**src/rtl/base_agate_sched_if.sv**
```systemverilog
// Lane-side bundle between the burst scheduler and a base_agate gate array:
// requester valids and downstream readies in, gate enables and grant status out.
interface base_agate_sched_if #(
  parameter int ways = 4
);
  localparam int iw = (ways > 1) ? $clog2(ways) : 1;

  logic [0:ways-1] i_v;
  logic [0:ways-1] o_r;
  logic [0:ways-1] en;
  logic [0:iw-1]   gnt_idx;
  logic            busy;

  modport master (input i_v, o_r, output en, gnt_idx, busy);
  modport slave  (output i_v, o_r, input en, gnt_idx, busy);
endinterface

```
**src/rtl/base_agate_sched.sv**
```systemverilog
// Round-robin burst scheduler: grants one lane at a time for a latched number
// of beats (or until the lane drops valid), then rotates without a bubble.
module base_agate_sched #(
  parameter int ways   = 4,
  parameter int bwidth = 4
) (
  input  logic              clk,
  input  logic              reset,
  input  logic [0:bwidth-1] cfg_burst,
  input  logic              hold,
  base_agate_sched_if.master bus
);
  localparam int iw = (ways > 1) ? $clog2(ways) : 1;

  typedef enum logic {IDLE, GRANT} state_e;

  state_e            state_q, state_d;
  logic [0:ways-1]   en_q, en_d;
  logic [0:iw-1]     gnt_q, gnt_d;
  logic [0:iw-1]     ptr_q, ptr_d;
  logic [0:bwidth-1] cnt_q, cnt_d;
  logic [0:bwidth-1] lim_q, lim_d;

  logic              win_found;
  logic [0:iw-1]     win_idx;
  logic [0:iw-1]     arb_ptr;
  logic              beat;
  logic              last_beat;
  logic              release_g;

  // On release the just-finished lane becomes the rotation pointer, so it is
  // searched last and re-wins only when nobody else is asking.
  assign arb_ptr = (state_q == GRANT) ? gnt_q : ptr_q;

  // NOTE: every variable driven here gets a default before any branch; a path
  // that leaves one unassigned would infer a latch.
  always_comb begin
    logic [0:iw-1] slot;
    win_found = 1'b0;
    win_idx   = '0;
    slot      = '0;
    for (int k = 1; k <= ways; k++) begin
      slot = iw'((int'(arb_ptr) + k) % ways);
      if (!win_found && !hold && bus.i_v[slot]) begin
        win_found = 1'b1;
        win_idx   = slot;
      end
    end
  end

  assign beat      = (state_q == GRANT) && bus.i_v[gnt_q] && bus.o_r[gnt_q];
  assign last_beat = beat && (lim_q != '0) && (cnt_q == lim_q - bwidth'(1));
  assign release_g = (state_q == GRANT) && (last_beat || !bus.i_v[gnt_q]);

  always_comb begin
    state_d = state_q;
    en_d    = en_q;
    gnt_d   = gnt_q;
    ptr_d   = ptr_q;
    cnt_d   = cnt_q;
    lim_d   = lim_q;

    // Saturating count: only reachable with an unlimited burst, where the
    // value is never compared.
    if (beat && (cnt_q != {bwidth{1'b1}})) begin
      cnt_d = cnt_q + bwidth'(1);
    end

    case (state_q)
      IDLE: begin
        if (win_found) begin
          state_d        = GRANT;
          en_d           = '0;
          en_d[win_idx]  = 1'b1;
          gnt_d          = win_idx;
          cnt_d          = '0;
          lim_d          = cfg_burst;
        end
      end
      GRANT: begin
        if (release_g) begin
          ptr_d = gnt_q;
          if (win_found) begin
            en_d          = '0;
            en_d[win_idx] = 1'b1;
            gnt_d         = win_idx;
            cnt_d         = '0;
            lim_d         = cfg_burst;
          end else begin
            state_d = IDLE;
            en_d    = '0;
          end
        end
      end
      default: begin
        state_d = IDLE;
        en_d    = '0;
      end
    endcase
  end

  // NOTE: state registers use non-blocking assignments so every flop samples
  // the pre-edge values regardless of statement order.
  always_ff @(posedge clk) begin
    if (reset) begin
      state_q <= IDLE;
      en_q    <= '0;
      gnt_q   <= '0;
      ptr_q   <= iw'(ways - 1);
      cnt_q   <= '0;
      lim_q   <= '0;
    end else begin
      state_q <= state_d;
      en_q    <= en_d;
      gnt_q   <= gnt_d;
      ptr_q   <= ptr_d;
      cnt_q   <= cnt_d;
      lim_q   <= lim_d;
    end
  end

  assign bus.en      = en_q;
  assign bus.gnt_idx = gnt_q;
  assign bus.busy    = (state_q == GRANT);
endmodule
```
**src/flat_wrapper.sv**
```systemverilog
// flat-port wrapper written by rule: the top's interface ports become plain ports
module base_agate_sched_flat 
#(
  parameter int ways   = 4,
  parameter int bwidth = 4
)
  (clk, reset, cfg_burst, hold, bus_i_v, bus_o_r, bus_en, bus_gnt_idx, bus_busy);
  base_agate_sched_if #(.ways(ways)) bus_i ();
  input  logic clk;
  input  logic reset;
  input  logic [0:bwidth-1] cfg_burst;
  input  logic hold;
  input wire logic [$bits(bus_i.i_v)-1:0] bus_i_v;
  input wire logic [$bits(bus_i.o_r)-1:0] bus_o_r;
  output wire logic [$bits(bus_i.en)-1:0] bus_en;
  output wire logic [$bits(bus_i.gnt_idx)-1:0] bus_gnt_idx;
  output wire logic [$bits(bus_i.busy)-1:0] bus_busy;
  assign bus_i.i_v = bus_i_v;
  assign bus_i.o_r = bus_o_r;
  assign bus_en = bus_i.en;
  assign bus_gnt_idx = bus_i.gnt_idx;
  assign bus_busy = bus_i.busy;
  base_agate_sched #(.ways(ways), .bwidth(bwidth)) u_core (.clk(clk), .reset(reset), .cfg_burst(cfg_burst), .hold(hold), .bus(bus_i));
endmodule
```
**config.mk**
```make
export PLATFORM = sky130hd
export DESIGN_NAME = base_agate_sched_flat
export DESIGN_NICKNAME = d
export VERILOG_FILES = /design/src/rtl/base_agate_sched_if.sv /design/src/rtl/base_agate_sched.sv /design/src/flat_wrapper.sv
export SDC_FILE = /design/constraint.sdc
export NUM_CORES = 1
export LEC_CHECK = 0
export CORE_MARGIN = 5
export CORE_UTILIZATION = 44
export DETAILED_ROUTE_END_ITERATION = 12
export DONT_BUFFER_PORTS = 1
export MAX_ROUTING_LAYER = met4
export PLACE_DENSITY = 0.67
export SLEW_MARGIN = 30
export SYNTH_ARGS = -nofsm -noshare
export SYNTH_HDL_FRONTEND = slang
export SYNTH_SLANG_ARGS = --single-unit
```
**constraint.sdc**
```tcl
create_clock -name clk -period 3.5 [get_ports clk]
set_input_delay 0.7 -clock clk [delete_from_list [all_inputs] [get_ports clk]]
set_output_delay 0.7 -clock clk [all_outputs]
set_load 0.01 [all_outputs]
```
==> summary by stage, run 1 <==
Route
The routed layout has 853 vias. The first detailed-routing pass took 4 iterations. The wire length reported by the detailed router is 2150 um.

In the routed design, unresolved DRC markers number 0. Dividing the detail-routed wire length by the instance count gives 14.6 um. The number of nets with antenna violations after routing is 0. Using the TritonRoute via totals, the vias-per-cell ratio works out to 5.76. The detailed router finished its first iteration with 30 violations.

Logic synthesis
The number of synthesized register bits is 17. The net count after synthesis is 139. Summing the sequential cell areas from Yosys gives 30.9% of the chip area. The flip-flop cell with the highest count after synthesis is sky130_fd_sc_hd__dfxtp_1. The synthesized design devotes to its leading area cell type 30.9% of total area.

Yosys mapped a number of flops with a built-in enable equal to 0. During synthesis, Yosys emitted a total of 0 warnings. In the synthesized netlist the async set-or-reset flop fraction comes to 0%. The cell area after synthesis is 1100 um^2. After synthesis, the most frequently instantiated cells are sky130_fd_sc_hd__nor2_1, sky130_fd_sc_hd__dfxtp_1, sky130_fd_sc_hd__mux2i_1. The gate count after technology mapping is 122. The average footprint of a synthesized cell is 9.03 um^2. Sorting the synthesized cells by area gives the leading types as sky130_fd_sc_hd__dfxtp_1, sky130_fd_sc_hd__mux2i_1, sky130_fd_sc_hd__nor2_1. By instance count, the leading cell after synthesis is sky130_fd_sc_hd__nor2_1.

The post-synthesis cell type count is 38. The library cell with the largest summed area after synthesis is sky130_fd_sc_hd__dfxtp_1.

GRT
The global-route wire length before repair is 3710 um. The busiest metal layer after global routing is met2. The number of antenna violations at the first check in global routing was 0. Global routing used 14.2% of the available tracks across all layers. For this run, global-route usage on met2 was measured as 21.6%. For this run the aggregate overflow at the end of global routing stands at 0.

Global routing consumed, on the met3 layer, 6.05% of the routing resources. Entering global routing, the biggest net connects 22 pins. The via count of the first global-routing pass is 807. Global routing consumed, on the met1 layer, 18.2% of the routing resources.

STA
For the pin with the worst max-slew slack, the measured transition is 0.715 ns. The clock period minus final worst setup slack is 2.48 ns. Setup repair after global routing left no endpoint under its margin. The final hold violation count was 0. The maximum clock frequency is 404 MHz.

The worst relative slew slack is 52.3%. The worst hold-check slack is 0.457 ns. The setup slack of the critical path after layout is 1.02 ns. On the final layout, the worst clock skew is 0.00727 ns. The post-route setup TNS is 0 ns. The final cycle utilization of the critical path is 70.7%. The count of pins over their slew limit is 0. Setup violations remaining at the end of the flow were counted as 0.

Power and ir drop
The net switching power is 137 uW. The power share of the clock group is 25.2%. Per report_power, the combinational group accounts for 23.2% of the total.

In this run switching power makes up 31.5% of total power. The power per cell area is 386 nW/um^2. The maximum resistive drop on vdd is 0.295 mV. Cell internal power was estimated by the tool at 299 uW. The leakage power is 0.000432 uW. The sequential cell fraction of total power is 51.6%.

Critical path
The worst register-to-register path ends at u_core.bus.en[2]. Counting cells, the worst reg-to-reg path comes to 5. The arrival time reported for the critical path endpoint is 2.68 ns. STA classifies the critical path endpoint as a flop.

Along the worst path, the maximum fanout reaches 13. Setup slack on the worst reg-to-reg path comes out at 1.02 ns. The start-to-end type of the worst setup path is reg -> reg. The endpoint required time on the critical path is 3.70 ns. The type of element launching the critical path is a flop. In this run the critical register-to-register path is launched from u_core.bus.gnt_idx[1].

Die
After floorplanning, the core was divided into 18 placement rows. The die span in y is 60.0 um. The I/O pin count is 22. The floorplan step defined a die boundary enclosing 3600 um^2. The starting utilization of the core area is 45.3%. The total area inside the core boundary comes to 2430 um^2. The die width is 60.0 um.

Place
The placer's final routability congestion estimate is 0.756. The total of buffers placed on input and output ports is 0. The placed wire-length estimate after detailed placement is 1640 um. The post-place setup slack is 0.946 ns.

Worst hold path
Counting instances, the worst hold path has a depth of 1. The type of the worst min-delay path is in -> reg. The worst hold path begins at reset. The path with the worst hold slack has its endpoint at u_core.bus.gnt_idx[0].

Clocking
The count of hold-fix buffers inserted at cts is 0. The buffer count from post-CTS setup fixing is 0. The total CTS buffers is 3. The number of gates given a new drive strength after cts is 0. No sink is reached through more buffers than the 2 on the longest clock path. After clock tree synthesis, the clock-pin slew on the worst setup and hold paths is 0.11 ns. The CTS root buffer is sky130_fd_sc_hd__clkbuf_4. The clock network latency to the later pin of the worst-skew pair is 0.30 ns. The H-tree depth is 1. The clock net in this run drives a total of 17 sinks.

The CTS tree is built.

Final layout
The proportion of layout cells with a drive suffix above 1 is 11.0%. The number of nets in the layout is 136. The layout overhead on the synthesized area is 2.50%. The total inserted antenna cells is 0. The fraction of the core area covered by cells at the end of the flow is 46.4%.

Job
Max-cap violations in this run came to 0.

Outcome
The run finished with clean final reports.
## layout make-up
type | instances | area, um^2
fillers | 252 | 1300
inverters | 3 | 11.3
clock inverters | 1 | 7.51
well taps | 30 | 37.5
multi-input cells | 94 | 709
clock buffers | 3 | 22.5
flip-flops and latches | 17 | 340
## critical path, cell delays in order, from the launching register on
cell,delay (ns)
sky130_fd_sc_hd__dfxtp_1,0.57
sky130_fd_sc_hd__mux4_2,0.60
sky130_fd_sc_hd__and2_1,0.19
sky130_fd_sc_hd__a22oi_2,0.58
sky130_fd_sc_hd__nor3_1,0.20
sky130_fd_sc_hd__a32o_1,0.25
## layer usage
| metal | vias up | share of wire [%] | wire (um) |
|---|---|---|---|
| li1 | 432 | - | - |
| met1 | 395 | 46 | 996 |
| met2 | 24 | 46 | 986 |
| met3 | 2 | 7.7 | 165 |
| met4 | 0 | 0.28 | 6 |
| met5 | - | 0 | 0 |
## how the worst max path moves through the flow
| stage | from | cells after the start | to |
|---|---|---|---|
| floorplan | bus_o_r[0] | 6 | u_core.bus.gnt_idx[0] |
| global placement | bus_o_r[0] | 5 | u_core.bus.en[2] |
| detailed placement | bus_o_r[0] | 5 | u_core.bus.en[2] |
| CTS | u_core.bus.gnt_idx[1] | 5 | u_core.bus.en[2] |
| global route | u_core.lim_q[3] | 8 | u_core.bus.en[0] |
| finish | u_core.bus.gnt_idx[1] | 5 | u_core.bus.en[2] |
## sequential cells by signal (all words and copies together) (netlist names)
| signal | flops |
|---|---|
| u_core.bus.en | 4 |
| u_core.cnt_q | 4 |
| u_core.lim_q | 4 |
| u_core.bus.gnt_idx | 2 |
| u_core.ptr_q | 2 |
| u_core.bus.busy | 1 |
## metrics by stage
stage | cell area [um^2] | std cells | total power [uW]
3_3_place_gp | 1100 | 144 | 327
4_1_cts | 1130 | 148 | 439
5_1_grt | 1130 | 148 | 464
6_report | 1130 | 148 | 436
3_5_place_dp | 1100 | 144 | 331
2_1_floorplan | 1100 | 122 | 322
## cell families (layout without fill, tap and decap cells)
family                     count (synthesis)  count (layout)  synth area share [%]
adders and majority gates                  2               2                  2.27
buffers and inverters                     11               7                  4.66
xor gates and xnor gates                   8               8                  6.36
muxes                                     19              19                  20.1
DFF                                       17              17                  30.9
AOI/OAI and AO/OA                         15              15                  13.5
and+or+nand+nor                           50              50                  22.2
## power groups by stage
stage	sequential (uW)	clock, uW	combinational [uW]
final	225	110	101
after global routing	228	122	114
after floorplan	223	0	99.4
after global placement	230	0	98.0
after CTS	226	112	102
after detailed placement	230	0	101
## cell usage in the layout, fill, tap and decap left out, drive strengths merged, types with 2 or more instances in the layout
cell / Yosys / routed
a32o: 4 / 4
clkbuf: 4 / 3
dfxtp: 17 / 17
ha: 2 / 2
inv: 3 / 3
mux2: 2 / 2
mux2i: 15 / 15
mux4: 2 / 2
nand2: 6 / 6
nand3: 3 / 3
nand4: 4 / 4
nor2: 18 / 18
nor2b: 5 / 5
nor3: 9 / 9
xnor2: 5 / 5
xor2: 3 / 3
No activity file was read; power rests on OpenSTA's default activity.
==> inputs of run 2 (changes only) <==
--- a/config.mk
+++ b/config.mk
@@ -10,7 +10,7 @@
 export DETAILED_ROUTE_END_ITERATION = 12
 export DONT_BUFFER_PORTS = 1
 export MAX_ROUTING_LAYER = met4
-export PLACE_DENSITY = 0.67
+export PLACE_DENSITY = 0.69
 export SLEW_MARGIN = 30
 export SYNTH_ARGS = -nofsm -noshare
 export SYNTH_HDL_FRONTEND = slang
==> constraint.sdc (replaced) <==
create_clock -name clk -period 2.1 [get_ports clk]
set_input_delay 0.42 -clock clk [delete_from_list [all_inputs] [get_ports clk]]
set_output_delay 0.42 -clock clk [all_outputs]
set_load 0.01 [all_outputs]
==> run 2 against run 1 <==
Compared with the run above: register-to-register slack got worse by 0.90 ns; utilization increased by 3.1 points; non-clock buffer count grew 9; clock-buffer cell count up 1; total power grew 74%; worst setup slack lost 0.90 ns; cell area grew 6.7%; combinational power is 100% higher; cell count up 6.1%; die area is the same; global-route usage increased by 1.2 points.
==> summary by stage, run 2 (synthesis gave the netlist of run 1 again) <==
Critical path
The endpoint type of the worst setup path is a flop (unchanged). The arrival time reported for the critical path endpoint was 2.17 ns (was 2.68 ns). The endpoint required time on the critical path is 2.30 ns (was 3.70 ns). The highest net fanout along the worst path is 5 (was 13). The type of element launching the critical path was a flop (unchanged). The startpoint of the lowest-slack register-to-register path is u_core.lim_q[2] (was u_core.bus.gnt_idx[1]).

The start-to-end type of the worst setup path is reg -> reg (unchanged). The setup slack on the worst flop-to-flop path is 0.12 ns (was 1.02 ns). The start point of the critical path is u_core.lim_q[2] (was u_core.bus.gnt_idx[1]).

Outcome
Result of the run: finished clean (unchanged).

Route
The number of nets with antenna violations after routing was 0 (unchanged). The number of vias after detailed routing is 904 (was 853). The total DRC errors in the routed layout is 0 (unchanged). The routed length per instance came to 15.5 um (was 14.6 um).

The number of vias per cell after detailed routing is 5.76 (about the same). The wire length reported by the detailed router is 2430 um (was 2150 um). The length of the first detailed-routing pass in iterations is 6 (was 4).

The violation count after the first detailed-routing iteration is 20 (was 30).

Clocking
The count of hold-fix buffers inserted at cts was 0 (unchanged). The clock network latency to the later pin of the worst-skew pair came to 0.30 ns (about the same). The buffer count from post-CTS setup fixing is 0 (unchanged).

The clock slew seen by the registers of the worst setup and hold paths is 0.10 ns (was 0.11 ns). The clock sink count is 17 (unchanged). The total CTS buffers was 3 (unchanged). The CTS root buffer is sky130_fd_sc_hd__clkbuf_4 (unchanged). The maximum clock path buffer count came to 2 (unchanged). The H-tree depth is 1 (unchanged). The number of gates given a new drive strength after cts is 0 (unchanged).

The CTS tree is built (unchanged).

Power and ir drop
The power per cell area was 629 nW/um^2 (was 386 nW/um^2). The leakage power is 0.000477 uW (was 0.000432 uW). The power share of the clock group is 24.0% (was 25.2%). The net switching power is 234 uW (was 137 uW).

The net switching share of the total power is 30.9% (was 31.5%). The combinational cell fraction of total power is 27.2% (was 23.2%). The cell internal power dissipation is 523 uW (was 299 uW). The maximum resistive drop on vdd is 0.446 mV (was 0.295 mV).

The total design power was 757 uW (was 436 uW). The sequential cell fraction of total power was 48.8% (was 51.6%).

Place
The placer's final routability congestion estimate is 0.797 (was 0.756). The total of buffers placed on input and output ports is 0 (unchanged). The area of placed instances came to 1170 um^2 (was 1100 um^2). The placed wire-length estimate after detailed placement is 1880 um (was 1640 um).

STA
Unrepaired setup endpoints after global routing: false (unchanged). The post-route setup TNS is 0 ns (unchanged). The final cycle utilization of the critical path is 94.2% (was 70.7%).

The count of pins over their slew limit was 0 (unchanged). The final hold violation count is 0 (unchanged). The measured slew at the worst slew-check pin was 0.367 ns (was 0.715 ns). The maximum clock frequency is 505 MHz (was 404 MHz). The final clock skew came to 0.00204 ns (was 0.00727 ns). The worst hold-check slack was 0.172 ns (was 0.457 ns). The worst relative slew slack is 75.2% (was 52.3%). The clock period minus final worst setup slack is 1.98 ns (was 2.48 ns). The count of final setup violators is 0 (unchanged).

Die
The die area is 3600 um^2 (unchanged). The die width is 60.0 um (unchanged). The I/O pin count came to 22 (unchanged). The die span in y is 60.0 um (unchanged). The starting utilization of the core area is 45.3% (unchanged). The number of standard-cell rows in the floorplan is 18 (unchanged). The core outline area is 2430 um^2 (unchanged).

Final layout
The fraction of the core area covered by cells at the end of the flow came to 49.5% (was 46.4%). The commonest non-fill, non-tap cell in the layout is sky130_fd_sc_hd__nor2_1 (unchanged). Commonest cells after routing, fill and taps aside: sky130_fd_sc_hd__nor2_1, sky130_fd_sc_hd__dfxtp_1, sky130_fd_sc_hd__mux2i_1 (unchanged).

The layout overhead on the synthesized area is 9.32% (was 2.50%). The number of nets in the layout is 145 (was 136). The summed area of non-filler cells in the final layout is 1200 um^2 (was 1130 um^2). The proportion of layout cells with a drive suffix above 1 is 18.9% (was 11.0%).

The total inserted antenna cells was 0 (unchanged).

Job
The count of maximum capacitance violations is 0 (unchanged).

GRT
The overall fraction of global-route tracks in use is 15.3% (was 14.2%). The largest net degree at the start of global routing is 22 (unchanged). The remaining global-route overflow is 0 (unchanged).

The via count of the first global-routing pass is 911 (was 807). The global-route wire length before repair is 4040 um (was 3710 um). The number of antenna violations at the first check in global routing is 0 (unchanged).

Worst hold path
The origin of the worst min-delay path is reset (unchanged). The type of the worst min-delay path is in -> reg (unchanged).
-- run 2: final timing paths --
path                     endpoint  depth (start not counted)
hold / removal    u_core.bus.busy                          1
hold reg to reg   u_core.ptr_q[1]                          2
setup / recovery  u_core.lim_q[2]                          9
setup reg to reg  u_core.lim_q[2]                          9
-- run 2: stage by stage --
stage,setup slack (ns),instances
after floorplan,0.117,122
after global placement,0.121,153
after detailed placement,0.0800,153
after CTS,0.0609,157
after global routing,0.00872,157
final,0.122,157
-- run 2: power by group through the flow --
| stage | sequential (uW) | clock, uW | combinational (uW) |
|---|---|---|---|
| 2_1_floorplan | 372 | 0 | 166 |
| 3_3_place_gp | 374 | 0 | 196 |
| 3_5_place_dp | 375 | 0 | 204 |
| 4_1_cts | 368 | 189 | 204 |
| 5_1_grt | 373 | 199 | 227 |
| 6_report | 369 | 182 | 206 |
-- run 2: worst max-delay path, cell delays in order, from the launching register on --
cell and delay (ns):
sky130_fd_sc_hd__dfxtp_2 0.37, sky130_fd_sc_hd__inv_1 0.05, sky130_fd_sc_hd__ha_1 0.21, sky130_fd_sc_hd__and3_1 0.19, sky130_fd_sc_hd__nor3_1 0.29, sky130_fd_sc_hd__a2111oi_4 0.10
sky130_fd_sc_hd__a22oi_2 0.19, sky130_fd_sc_hd__buf_4 0.20, sky130_fd_sc_hd__mux2i_1 0.22, sky130_fd_sc_hd__nor2_1 0.06
-- run 2: per-layer routing --
layer / GRT usage (%) / vias to the layer above / wire [um]
met5: - / - / 0
met4: 6.65 / 0 / 80
met3: 2.81 / 11 / 110
met2: 24.7 / 24 / 1190
met1: 18.6 / 414 / 1050
li1: - / 455 / -
-- run 2: layout make-up --
class                      instances  area, um^2
multi-input combinational         94         718
tap                               30        37.5
inverter                           3        11.3
timing repair buffer               9        67.6
fill                             233        1230
clock buffer                       4        26.3
sequential                        17         343
==> patch 1: new RTL, flow settings as in run 1 <==
Reset style: asynchronous (`reset`), changed in one clocked block.
--- a/src/rtl/base_agate_sched.sv
+++ b/src/rtl/base_agate_sched.sv
@@ -101,7 +101,7 @@
 
   // NOTE: state registers use non-blocking assignments so every flop samples
   // the pre-edge values regardless of statement order.
-  always_ff @(posedge clk) begin
+  always_ff @(posedge clk or posedge reset) begin
     if (reset) begin
       state_q <= IDLE;
       en_q    <= '0;
Function: differs if reset is asserted again (counterexample within 4 cycles, from zero or initial values and one cycle with reset high); with reset held inactive, the same outputs for 4 cycles.
==> patch 1 against run 1 <==
  * Fmax decreased by 9.3%
  * Synthesized area increased by 26%
  * Combinational power increased to 6.3 times the old value
  * Count of clock-buffer cells in the layout unchanged
  * Cell area increased by 25%
  * Die area increased by 21%
  * Global-route usage increased by 0.56 points
  * Sequential cell count unchanged
  * Sequential power increased by 83%
  * Worst setup slack got worse by 0.25 ns
  * Via count increased by 19%
  * Wire length increased by 32%
  * Total power increased to 2.7 times the old value
  * Critical path type unchanged
  * Largest power group is now combinational cells
==> patch 1: results (changes against run 1) <==
| Metric | Value |
|---|---|
| Largest family of logic cells by synthesized area | `compound AO/OA/AOI/OAI gates` |
| Met3 WL | `157 um (-4.8%)` |
| DR WL/cell | `15.76 um (+8.3%)` |
| Final GP Congestion | `0.8091 (+7.1%)` |
| Synth unique cells | `50 (+32%)` |
| Syn_nets | `158 (+14%)` |
| Met1 wire length | `1351 um (+36%)` |
| Post-Synth XOR/XNOR Area | `5.054% (-1.3 points)` |
| Compound-gate portion of the synthesized area | `20.22% (+6.7 points)` |
| FFs w/ async S/R, synth | `100.0% (+100 points)` |
| Top cell family by delay on the critical path | `multiplexers` |
| Largest net degree at the start of global routing | `19 (-14%)` |
| GRT met3 Usage | `3.401% (-2.6 points)` |
| First DRT Iteration DRCs | `107 (+260%)` |
| First-pass GRT wire length | `4912 um (+32%)` |
| Clock skew | `0.01669 ns (+0.009426 ns)` |
| Slowest CP cell | `dfrtp_1` |
| Post-place instance area | `1376 sq um (+25%)` |
| Top cells by area, synth | `dfrtp_1 27%, mux2i_1 5.1%, mux2_2 4.9%, xnor2_1 4.4%, mux2_4 4.3%` |
| Synth cell count leaders | `15 x dfrtp_1, 10 x nor2_1, 8 x nand2_1` |
| Layout cells sized above 1 | `19.12% (+8.1 points)` |
| GRT Resource Usage Total | `14.71% (+0.56 points)` |
| Final #Nets | `154 (+13%)` |
| Worst slew pin tran | `0.6708 ns (-0.04415 ns)` |
| Met2 usage | `22.55% (+0.95 points)` |
| Pleak | `0.5703 nW (+32%)` |
| Worst vdd rail ir drop | `0.0004078 V (+38%)` |
| Routed vias | `1,015 (+19%)` |
| Dpl hpwl | `2161 um (+31%)` |
| Post-synthesis mux area share | `19.49% (-0.62 points)` |
| Hold crit path type | `input pin to asynchronous set/reset pin` |
| Post-synthesis adder-cell area fraction | `1.805% (-0.47 points)` |
| Fillers | `297 (+18%)` |
| Worst Path Max Fanout | `18 (+5)` |
| Met1 usage | `19.89% (+1.7 points)` |
| Met2 WL | `1319 um (+34%)` |
| Status | `finished clean` |
| CP arrival | `2.93 ns (+0.25 ns)` |
| Max incr delay on CP | `0.79 ns (+0.19 ns)` |
| Part of the Yosys area used for sequential elements | `30.87% (-0.043 points)` |
| Worst slack, placed | `0.7854 ns (-0.1607 ns)` |
==> patch 1: cell families (layout without fill, tap and decap cells) <==
kind of cell | Yosys count | in the layout
compound gates | 35 | 35
buf+inv | 17 | 12
xor+xnor | 8 | 8
simple gates | 41 | 41
flops | 17 | 17
fa+ha+maj | 2 | 2
mux | 21 | 21
==> patch 1: area by class of cell <==
cell class	count	area [sq um]	area share, %
multi-input cells	107	859.6	61.12
flip-flops and latches	17	427.9	30.43
well taps	44	55.05	3.915
inverters	7	26.28	1.868
clock buffers	3	22.52	1.601
clock inverters	1	7.507	0.5338
repair buffers	1	7.507	0.5338
==> patch 1: final timing paths <==
path	from	to	slack (ns)	depth (start not counted)
max	u_core.bus.busy	u_core.lim_q[1]	0.77	7
min	reset	u_core.cnt_q[2]	0.35	1
max reg2reg	u_core.bus.busy	u_core.lim_q[1]	0.77	7
min reg2reg	u_core.bus.en[3]	u_core.bus.en[3]	0.58	1
max in group asynchronous	reset	u_core.bus.gnt_idx[1]	2.72	1
min in group clk	cfg_burst[3]	u_core.lim_q[3]	0.53	1
==> patch 1: metrics by stage <==
stage | cells | power, mW
floorplan | 141 | 0.9803
global placement | 176 | 1.030
detailed placement | 176 | 1.052
CTS | 180 | 1.169
global route | 180 | 1.262
finish | 180 | 1.159
==> patch 1: report_power, final <==
part	switching, mW	internal, mW
clock network	0.0658	0.0436
logic	0.301	0.338
registers	0.137	0.273
total	0.504	0.655
==> patch 1: worst register-to-register path: cells and delay by family (launching register included) <==
kind	cells	cell delay, ns
DFF	1	0.79
muxes	3	1.09
buffers and inverters	1	0.20
AOI/OAI and AO/OA	2	0.43
and+or+nand+nor	1	0.12
==> patch 2: new RTL, settings of run 1 <==
Made on the original files. `ways` is set to 4 in 3 places; all go to 8.
--- a/src/rtl/base_agate_sched_if.sv
+++ b/src/rtl/base_agate_sched_if.sv
@@ -1,7 +1,7 @@
 // Lane-side bundle between the burst scheduler and a base_agate gate array:
 // requester valids and downstream readies in, gate enables and grant status out.
 interface base_agate_sched_if #(
-  parameter int ways = 4
+  parameter int ways = 8
 );
   localparam int iw = (ways > 1) ? $clog2(ways) : 1;
 
--- a/src/rtl/base_agate_sched.sv
+++ b/src/rtl/base_agate_sched.sv
@@ -1,7 +1,7 @@
 // Round-robin burst scheduler: grants one lane at a time for a latched number
 // of beats (or until the lane drops valid), then rotates without a bubble.
 module base_agate_sched #(
-  parameter int ways   = 4,
+  parameter int ways   = 8,
   parameter int bwidth = 4
 ) (
   input  logic              clk,
--- a/src/flat_wrapper.sv
+++ b/src/flat_wrapper.sv
@@ -1,7 +1,7 @@
 // flat-port wrapper written by rule: the top's interface ports become plain ports
 module base_agate_sched_flat 
 #(
-  parameter int ways   = 4,
+  parameter int ways   = 8,
   parameter int bwidth = 4
 )
   (clk, reset, cfg_burst, hold, bus_i_v, bus_o_r, bus_en, bus_gnt_idx, bus_busy);
Interface: changed (resized bus_en, bus_gnt_idx, bus_i_v and bus_o_r); port bits go from 22 to 35. The function was not compared with the original's and may differ.
==> patch 2 against run 1 <==
  * Synthesized area increased by 100%
  * Sequential power rose by 84%
  * First-iteration DRC count grew to 5.5 times the old value
  * Wire length increased to 2.5 times the old value
  * Cell area grew 110%
  * Clock skew decreased by 0.0010 ns
  * Worst setup slack got worse by 0.80 ns
  * Highest routed layer unchanged
  * Total power rose to 6.0 times the old value
  * Sequential cell count is 6 higher
  * Largest cell class unchanged
==> patch 2: results (changes against run 1) <==
| Metric | Value |
|---|---|
| GRT Resource Usage Total | `18.07% (+3.9 points)` |
| Status | `finished clean` |
| Worst vdd rail ir drop | `0.0003901 V (+32%)` |
| Placed cells | `304 (+110%)` |
| GRT met3 Usage | `3.700% (-2.3 points)` |
| Synth cell count leaders | `24 x mux2i_1, 24 x nor2_1, 23 x dfxtp_1, 23 x nand2_1, 9 x mux4_2` |
| Part of the Yosys area used for sequential elements | `20.94% (-10 points)` |
| Synth unique cells | `65 (+71%)` |
| Met2 usage | `28.89% (+7.3 points)` |
| P_seq | `0.413 mW (+84%)` |
| Met1 usage | `24.61% (+6.4 points)` |
| Internal power | `1.332 mW (+350%)` |
| Slowest CP cell | `dfxtp_2` |
| Clk pwr share | `6.2% (-19 points)` |
| Routed vias | `1,877 (+120%)` |
| Dpl hpwl | `4159 um (+150%)` |
| Vias in the first global route | `1,788 (+120%)` |
| Final #Nets | `269 (+98%)` |
| Post-place instance area | `2322 sq um (+110%)` |
| Average size of a mapped cell | `9.355 sq um (+3.7%)` |
| P per Cell Area | `1099 nW/um^2 (+180%)` |
| Max incr delay on CP | `0.43 ns (-0.17 ns)` |
| Met2 WL | `2490 um (+150%)` |
| Reg2reg setup slack | `0.22 ns (-0.80 ns)` |
| Post-Synth XOR/XNOR Area | `3.927% (-2.4 points)` |
| Final min period | `3.278 ns (+0.8020 ns)` |
| Final GP Congestion | `0.9806 (+30%)` |
| First-pass GRT wire length | `9059 um (+140%)` |
-- patch 2: cell count changes after synthesis, moves of 5 or more --
cell and change:
o21a_1 +5, mux2i_1 +10, a21oi_1 +5, nor2_1 +6, o21ai_0 +6, nand2_1 +17
mux2_2 +5, dfxtp_1 +6, a22o_1 +8, mux4_2 +7
-- patch 2: worst paths after layout --
path / start / end / cells past startpoint
max: u_core.bus.busy / u_core.bus.en[4] / 12
min: reset / u_core.bus.busy / 1
max reg2reg: u_core.bus.busy / u_core.bus.en[4] / 12
min reg2reg: u_core.bus.en[3] / u_core.bus.en[3] / 2
-- patch 2: area by class of cell --
class                      instances  area share [%]
multi-input combinational        191           69.03
sequential                        23           19.37
timing repair buffer              15           4.724
tap                               67           3.517
clock buffer                       4           1.890
inverter                           8           1.470
